**src/rtl/edge_gen_pkg.sv**
```systemverilog
// Shared types and helpers for the edge generator: FSM state encoding,
// the default low-gap length and the effective pulse length function.
package edge_gen_pkg;

    typedef enum logic [1:0] {
        IDLE = 2'd0,
        HIGH = 2'd1,
        GAP  = 2'd2
    } state_t;

    localparam int MIN_GAP_DEF = 2;

    // A requested length of zero still produces a one-cycle pulse.
    function automatic int unsigned len_eff(input int unsigned len);
        return (len == 0) ? 1 : len;
    endfunction

endpackage

```
**src/rtl/edge_generator_if.sv**
```systemverilog
// Request-side valid/ready bundle of the edge generator. The master drives
// the lane mask and pulse length; the slave answers with ready.
interface edge_generator_if #(
    parameter int WIDTH = 8,
    parameter int LEN_W = 4
);
    logic             req_valid;
    logic             req_ready;
    logic [WIDTH-1:0] req_mask;
    logic [LEN_W-1:0] req_len;

    modport master (output req_valid, output req_mask, output req_len, input req_ready);
    modport slave  (input req_valid, input req_mask, input req_len, output req_ready);
endinterface

```
**src/rtl/edge_gen_timer.sv**
```systemverilog
// Loadable down-counter with a terminal flag. It stops at zero so it can never
// wrap, and it flags in advance the edge that will bring it to its last count.
module edge_gen_timer #(
    parameter int W = 4
) (
    input  logic         clk,
    input  logic         rst,
    input  logic         load,
    input  logic [W-1:0] load_val,
    input  logic         dec,
    output logic         last,
    output logic         next_last
);
    logic [W-1:0] count;

    // Count register: load has priority over decrement, decrement stops at zero.
    always_ff @(posedge clk) begin
        // NOTE: sequential state uses non-blocking assignments only, so every
        // register reads pre-edge values regardless of block ordering.
        if (rst)
            count <= '0;
        else if (load)
            count <= load_val;
        else if (dec && count != '0)
            count <= count - W'(1);
    end

    assign last      = (count == W'(1));
    assign next_last = load ? (load_val == W'(1))
                            : (dec && 32'(count) == 32'd2);
endmodule

```
**src/rtl/edge_generator.sv**
```systemverilog
// Edge generator: accepts a lane mask over valid/ready and drives a
// return-to-zero pulse of programmable length on the selected lanes,
// followed by a forced low gap so every request is a distinct rising edge.
// Optional feature macro: EDGE_GEN_STATS_EN adds a saturating pulse_cnt output.
module edge_generator
    import edge_gen_pkg::*;
#(
    parameter int WIDTH   = 8,
    parameter int LEN_W   = 4,
    parameter int MIN_GAP = MIN_GAP_DEF
) (
    input  logic             clk,
    input  logic             rst,
    edge_generator_if.slave  bus,
    output logic [WIDTH-1:0] pedge_out,
    output logic             busy,
    output logic             done
`ifdef EDGE_GEN_STATS_EN
    ,
    output logic [15:0]      pulse_cnt
`endif
);
    localparam int GAP_W = $clog2(MIN_GAP + 1);

    if (MIN_GAP < 1) begin : g_min_gap_check
        $error("edge_generator: MIN_GAP must be at least 1");
    end

    state_t state;
    logic   accept;
    logic   len_last;
    logic   gap_last;
    logic   gap_next_last;
    logic   unused_len_next_last;

    // NOTE: ready is gated by rst directly so it is low for every cycle reset
    // is held, not only after the first reset edge has landed.
    assign bus.req_ready = (state == IDLE) && !rst;
    assign accept        = bus.req_valid && bus.req_ready;

    edge_gen_timer #(.W(LEN_W)) u_len_timer (
        .clk       (clk),
        .rst       (rst),
        .load      (accept),
        .load_val  (LEN_W'(len_eff(32'(bus.req_len)))),
        .dec       (state == HIGH),
        .last      (len_last),
        .next_last (unused_len_next_last)
    );

    edge_gen_timer #(.W(GAP_W)) u_gap_timer (
        .clk       (clk),
        .rst       (rst),
        .load      ((state == HIGH) && len_last),
        .load_val  (GAP_W'(MIN_GAP)),
        .dec       (state == GAP),
        .last      (gap_last),
        .next_last (gap_next_last)
    );

    // Pulse FSM with registered bus, busy and done outputs.
    always_ff @(posedge clk) begin
        if (rst) begin
            state     <= IDLE;
            pedge_out <= '0;
            busy      <= 1'b0;
            done      <= 1'b0;
        end else begin
            // done marks the cycle in which the gap counter sits at its last count.
            done <= gap_next_last;
            case (state)
                IDLE: begin
                    if (accept) begin
                        state     <= HIGH;
                        pedge_out <= bus.req_mask;
                        busy      <= 1'b1;
                    end
                end
                HIGH: begin
                    if (len_last) begin
                        state     <= GAP;
                        pedge_out <= '0;
                    end
                end
                GAP: begin
                    if (gap_last) begin
                        state <= IDLE;
                        busy  <= 1'b0;
                    end
                end
                default: begin
                    state     <= IDLE;
                    pedge_out <= '0;
                    busy      <= 1'b0;
                end
            endcase
        end
    end

`ifdef EDGE_GEN_STATS_EN
    // Completed-pulse counter, saturating at all ones.
    always_ff @(posedge clk) begin
        if (rst)
            pulse_cnt <= '0;
        else if (done && pulse_cnt != 16'hFFFF)
            pulse_cnt <= pulse_cnt + 16'd1;
    end
`endif

endmodule

```
**src/flat_wrapper.sv**
```systemverilog
// flat-port wrapper written by rule: the top's interface ports become plain ports
module edge_generator_flat import edge_gen_pkg::*;
#(
    parameter int WIDTH   = 8,
    parameter int LEN_W   = 4,
    parameter int MIN_GAP = MIN_GAP_DEF
)
  (clk, rst, pedge_out, busy, done, bus_req_valid, bus_req_mask, bus_req_len, bus_req_ready);
  edge_generator_if #(.WIDTH(WIDTH), .LEN_W(LEN_W)) bus_i ();
  input  logic clk;
  input  logic rst;
  output logic [WIDTH-1:0] pedge_out;
  output logic busy;
  output logic done;
  input wire logic [$bits(bus_i.req_valid)-1:0] bus_req_valid;
  input wire logic [$bits(bus_i.req_mask)-1:0] bus_req_mask;
  input wire logic [$bits(bus_i.req_len)-1:0] bus_req_len;
  output wire logic [$bits(bus_i.req_ready)-1:0] bus_req_ready;
  assign bus_i.req_valid = bus_req_valid;
  assign bus_i.req_mask = bus_req_mask;
  assign bus_i.req_len = bus_req_len;
  assign bus_req_ready = bus_i.req_ready;
  edge_generator #(.WIDTH(WIDTH), .LEN_W(LEN_W), .MIN_GAP(MIN_GAP)) u_core (.clk(clk), .rst(rst), .bus(bus_i), .pedge_out(pedge_out), .busy(busy), .done(done));
endmodule
```
**config.mk**
```make
export PLATFORM = sky130hd
export DESIGN_NAME = edge_generator_flat
export DESIGN_NICKNAME = d
export VERILOG_FILES = /design/src/rtl/edge_gen_pkg.sv /design/src/rtl/edge_generator_if.sv /design/src/rtl/edge_gen_timer.sv /design/src/rtl/edge_generator.sv /design/src/flat_wrapper.sv
export SDC_FILE = /design/constraint.sdc
export NUM_CORES = 1
export LEC_CHECK = 0
export BUFFER_PORTS_ARGS = -buffer_cell sky130_fd_sc_hd__buf_2
export CAP_MARGIN = 20
export CORE_MARGIN = 2
export CORE_UTILIZATION = 39
export DETAILED_ROUTE_END_ITERATION = 16
export SETUP_SLACK_MARGIN = 0.05
export SYNTH_ARGS = -nofsm -noshare
export SYNTH_HDL_FRONTEND = slang
export SYNTH_SLANG_ARGS = --single-unit
```
**constraint.sdc**
```tcl
create_clock -name clk -period 1.6 [get_ports clk]
set_clock_uncertainty 0.05 [all_clocks]
set_input_delay 0.08 -clock clk [delete_from_list [all_inputs] [get_ports clk]]
set_output_delay 0.08 -clock clk [all_outputs]
set_load 0.05 [all_outputs]
```
; ---- Word level (Yosys, flattened, before mapping)
; Index checks and enable logic that the tools add are counted.
[op_classes]
n_addsub = 2
eq_ne = 8
muxes = 15
bitwise_logic = 2
reduce_logical = 17
[op_table]
columns = op, n
row1 = one-hot mux 8 bit (3 select lines), 1
row2 = two-way mux 8 bit, 2
row3 = two-way mux 4 bit, 3
row4 = two-way mux 2 bit, 5
row5 = AND reduction 3 bit, 3
row6 = logical AND 1 bit, 6
row7 = inequality test 2 x 1 -> 1 bit (second input constant), 3
row8 = one-hot mux 2 bit (3 select lines), 1
row9 = nonzero test 2 bit, 3
row10 = == test 2 x 1 -> 1 bit (second input constant), 2
row11 = == test 2 bit (second input constant), 2
row12 = == test 4 x 1 -> 1 bit (second input constant), 1
row13 = logical NOT 4 bit, 1
row14 = nonzero test 4 bit, 1
row15 = subtractor 4 x 1 -> 4 bit (second input constant), 1
row16 = one-hot mux 1 bit (3 select lines), 1
row17 = logical NOT 2 bit, 1
row18 = two-way mux 1 bit, 2
row19 = inverter 1 bit, 2
row20 = OR reduction 2 bit, 1
row21 = subtractor 2 x 1 -> 2 bit (second input constant), 1
row22 = logical NOT 1 bit, 1
[totals]
ff_bits = 18
input_bits = 15
output_inout_bits = 11
word_cells = 51

; ---- Longest topological paths before layout
[logic_depth]
ltp_word = 5
mapped_depth = 6
mapped_depth_nobuf = 5

; ---- Modules after synthesis
; From an unflattened synthesis, not the netlist that was laid out.
[hier_totals]
cells_unflattened = 118
area_unflattened_um2 = 1026.0
[modules_own_cells]
columns = mod, instances, cells_each, area_per_inst_um2, seq_area_each_um2
row1 = edge_generator, 1, 63, 565.5, 240.2
row2 = edge_gen_timer at u_core.u_len_timer, 1, 36, 297.8, 80.1
row3 = edge_gen_timer at u_core.u_gap_timer, 1, 19, 162.7, 40.0

; ---- Worst setup path after synthesis
; Ideal clock, no wire load.
[synth_timing]
path_kind = register to output
from = register u_core.state[1]
to = output port bus_req_ready
t_arrival_ps = 1573
t_required_ps = 1470
slack_ps = -103
path_stages_with_launch = 3
n_path_buf = 1
cell_sequence = dfxtp_1 -> buf_2 -> nor3_1
[synth_via]
elab_chain_cells = 2
[synth_lines]
columns = item, line
row1 = start: declaration, edge_generator.sv:29  ; state_t state;
row2 = start signal: assignment, edge_generator.sv:64  ; state <= IDLE;
row3 = start signal: assignment, edge_generator.sv:74  ; state <= HIGH;
row4 = start signal: assignment, edge_generator.sv:81  ; state <= GAP;
row5 = logical NOT 2 bit, edge_generator.sv:38  ; assign bus.req_ready = (state == IDLE) && !rst;
row6 = logical AND 1 bit, edge_generator.sv:38
row7 = end: declaration, flat_wrapper.sv:18  ; output wire logic [$bits(bus_i.req_ready)-1:0] bus_req_ready;
; Every way passes these cells.

; ---- Worst setup path in the final report
[layout_timing]
from = register u_core.u_len_timer.count[0]
to = register u_core.u_len_timer.count[3]
[layout_via]
elab_chain_cells = 3
word_cells_on_any_way = 6
classes_between = 1 x add/sub / 2 x mux / 3 x reduce/logical
[layout_lines]
columns = item, line
row1 = start: declaration, edge_gen_timer.sv:14  ; logic [W-1:0] count;
row2 = start signal: assignment, edge_gen_timer.sv:23  ; count <= load_val;
row3 = start signal: assignment, edge_gen_timer.sv:25  ; count <= count - W'(1);
row4 = subtractor 4 x 1 -> 4 bit or nonzero test 4 bit (tied branches), "edge_gen_timer.sv:25, edge_gen_timer.sv:24"
row5 = two-way mux 4 bit or logical AND 1 bit (tied branches), edge_gen_timer.sv:24  ; else if (dec && count != '0)
row6 = two-way mux 4 bit or nonzero test 2 bit (tied branches), n/a
; Several ways; a longest one is shown, not always the timed one. The select of a mux whose other input is x is not followed.
; A chain may end at the register's enable or synchronous reset.

==> metrics.md <==
| Metric | Value |
|---|---|
| Status | finished, final reports clean |
| Ports | 26 |
| First-pass GRT wire length | between 3000 and 4000 um |
| Critical Path RT | 1.77 ns |
| LEAKAGE | between 0.5 and 0.6 nW |
| CP startpoint | u_core.u_len_timer.count[0] |
| Ant. Diodes | 0 |
| Final-report setup violation count | 0 |
| Core Rows | 18 |
| Non-Filler Instances | about 170 |
| TritonCTS clock tree | built |
| R2R cell count | 4 |
| Psw | about 0.45 mW |
| Drt via density | ~5.5 |
| Yosys warns | 0 |
| Final Critical Period | 1.51 ns |
| Clk buf depth | 2 |
| Clock sink count | 18 |
| Starting DRT DRC Count | 17 |
| Max-cap violations | 0 |
| Comb pwr share | about two fifths |
| Fin crit share | approximately 95% |
| Clk network pwr share | 17.7% |
| Setup crit end kind | flip-flop |
| Pin count of the biggest net entering global routing | 15 |
| Mapped Avg Cell Area | between 8 and 9 um2 |
| Syn Nets | between 100 and 150 |
| GRT Total Usage | around 17% |
| Peak supply drop | around 0.00058 V |
| Drt drc | 0 |
| Chip width | 53.7 um |
| Max Clock Freq | approximately 660 MHz |
| # port buffers | 25 |
| Final WS setup | 0.0871 ns |
| Start of the worst register-to-register path | u_core.u_len_timer.count[0] |
| Worst-Skew Late Latency | about 0.28 ns |
| CP startpoint kind | flip-flop |
| Drt wl/cell | ~13 um |
| Sw Ratio | 36.3% |
| Post-Place Worst Slack | 0.0173 ns |
| Gp weighted congestion | 0.819 |
| Flop2flop setup slack | between 0.08 and 0.09 ns |
| Share of cells above drive strength 1 | between 30% and 40% |
| Placed instance count | 164 |
| Max FO, Critical Path | 3 |
| Fin. max-slew vios | 0 |
| Dominant cells by area after synthesis | dfxtp_1 37%, a32oi_1 7.3%, ha_1 6.5%, a21oi_1 5.7%, nand3_1 4.7% |
| Area delta synth->final | 29.2% |
| Crit path kind | reg2reg |
| Grt total ovfl | 0 |
| Worst-margin pin slew | between 0.3 and 0.4 ns |
| Die area | slightly below 0.003 mm2 |
| Post-synthesis register bit count | 18 |
| RSZ-0062 raised after global routing | yes |
| Die height | ~54 um |
| Slew headroom | between 70% and 80% |
| CTS clk-pin slew, worst paths | roughly 0.10 ns |
| Endpoints failing hold | 0 |
| Sequential power share | approximately 44% |
| Critical path data arrival time | 1.68 ns |
| Pint | between 0.7 and 0.8 mW |
| Synth area leader | dfxtp_1 |
| Starting Density | approximately 40% |
| Clk root buf | clkbuf_4 |
| Synth top cells by count | 18 x dfxtp_1, 11 x a21oi_1, 9 x nand3_1, 8 x a32oi_1, 7 x inv_1 |
| CP Capture Point | u_core.u_len_timer.count[3] |
| Post-detailed-route count of antenna-violating nets | 0 |
| Post-Syn Area | a little under 0.001 mm2 |
| Count leader, synth | dfxtp_1 |
| Post-synth EDFFs | 0 |
| Hold crit path type | in2reg |
| Cells after synthesis | 109 |
| Num CTS Buffers | 3 |
| Post-synth top flop | dfxtp_1 |
| Antenna violations before repair | 0 |
| First drt pass iteration count | 4 |
| PwrDens | approximately 990 mW/mm2 |
| H-tree levels | 1 |
| Register area share after synthesis | between 30% and 40% |
| Total number of vias | 950 |
| Yosys cell types | 36 |
| Setup TNS Final | 0 ns |
| Reg-to-Reg End | u_core.u_len_timer.count[3] |
| Final HPWL DP | between 1500 and 2000 um |
| Post-synth top area share | between 30% and 40% |
| Fin nets | between 150 and 200 |
| Number of global-route vias before repair | 830 |
| Final wirelength | 2260 um |
| Core Area | around 0.0024 mm2 |
| Ys async rst share | 0% |
| Fillers | about 230 |
routing by layer:
metal,vias to the layer above,track usage (%),wire (um)
li1,475,-,-
met1,448,23.3,1060
met2,25,28.5,1060
met3,2,2.50,131
met4,0,5.13,12
met5,-,0,0
power by group through the flow:
stage	Sequential, mW	Combinational (mW)	Clock [mW]
6_report	0.548	0.472	0.220
3_5_place_dp	0.553	0.407	0
5_1_grt	0.556	0.514	0.249
4_1_cts	0.543	0.445	0.232
3_3_place_gp	0.551	0.404	0
2_1_floorplan	0.597	0.250	0
how the worst min path moves through the flow:
stage	from	end	slack, ns	cells after the start
5_1_grt	bus_req_mask[4]	u_core.pedge_out[4]	0.03	3
3_3_place_gp	bus_req_mask[0]	u_core.pedge_out[0]	0.28	3
3_5_place_dp	bus_req_mask[0]	u_core.pedge_out[0]	0.29	3
6_report	bus_req_mask[4]	u_core.pedge_out[4]	0.03	3
4_1_cts	bus_req_mask[3]	u_core.pedge_out[3]	0.02	3
2_1_floorplan	bus_req_len[1]	u_core.u_len_timer.count[1]	0.18	2
area by class of cell:
type / instances / area [um2] / share of cell area (%)
tap: 30 / 37.5 / 3.01
timing repair buffer: 37 / 220 / 17.7
multi-input combinational: 77 / 574 / 46.1
inverter: 7 / 26.3 / 2.11
clock buffer: 3 / 22.5 / 1.81
sequential: 18 / 365 / 29.3
per-stage QoR:
step                total power, mW  hold slack (ns)  cell area [um2]  utilization [%]
finish                         1.24           0.0251             1250             51.7
global route                   1.32           0.0327             1250             51.7
CTS                            1.22           0.0193             1220             50.8
detailed placement            0.960            0.290             1150             47.8
floorplan                     0.848            0.180              970                -
global placement              0.954            0.276             1150             47.8
state kept, by name, indices dropped and copies added (netlist names):
register and cells:
u_core.pedge_out 8, u_core.busy 1, u_core.u_len_timer.count 4, u_core.done 1
u_core.state 2, u_core.u_gap_timer.count 2
repair_timing:
item                       CTS  global route
setup buffers                3             0
hold endpoints to repair     2             0
resized for setup            5             7
pin swaps                    1             2
hold buffers                 2             0
setup endpoints to repair    3            11
cells by family (layout without fill, tap and decap cells):
logic type	Yosys count	count (layout)	synth area share, %
adder cells (fa/ha/maj)	5	5	6.49
AO/OA/AOI/OAI	30	30	20.5
buffers and inverters	14	47	6.10
flip-flops	18	18	37.4
multiplexers	2	2	2.20
AND/OR/NAND/NOR	40	40	27.4
critical path, cell delays in order, from the launching register on:
cell     delay (ns)
dfxtp_2        0.35
buf_4          0.13
or3_1          0.38
or4_1          0.41
a31oi_1        0.13
cell usage in the layout (no fill, tap or decap), types with 3 or more instances in the layout:
cell,synthesis,routed
a21oi_1,11,11
nor3b_1,3,3
o21ai_0,3,3
clkbuf_4,0,3
dfxtp_2,0,4
dfxtp_1,18,14
a32oi_1,8,8
buf_4,0,10
ha_1,5,4
a31oi_1,3,3
inv_1,7,5
or3b_4,0,3
nand3_1,9,9
buf_2,5,25
or3_1,3,3
nor2_1,4,4
nand2_1,4,4
(Power assumes the default switching activity.)
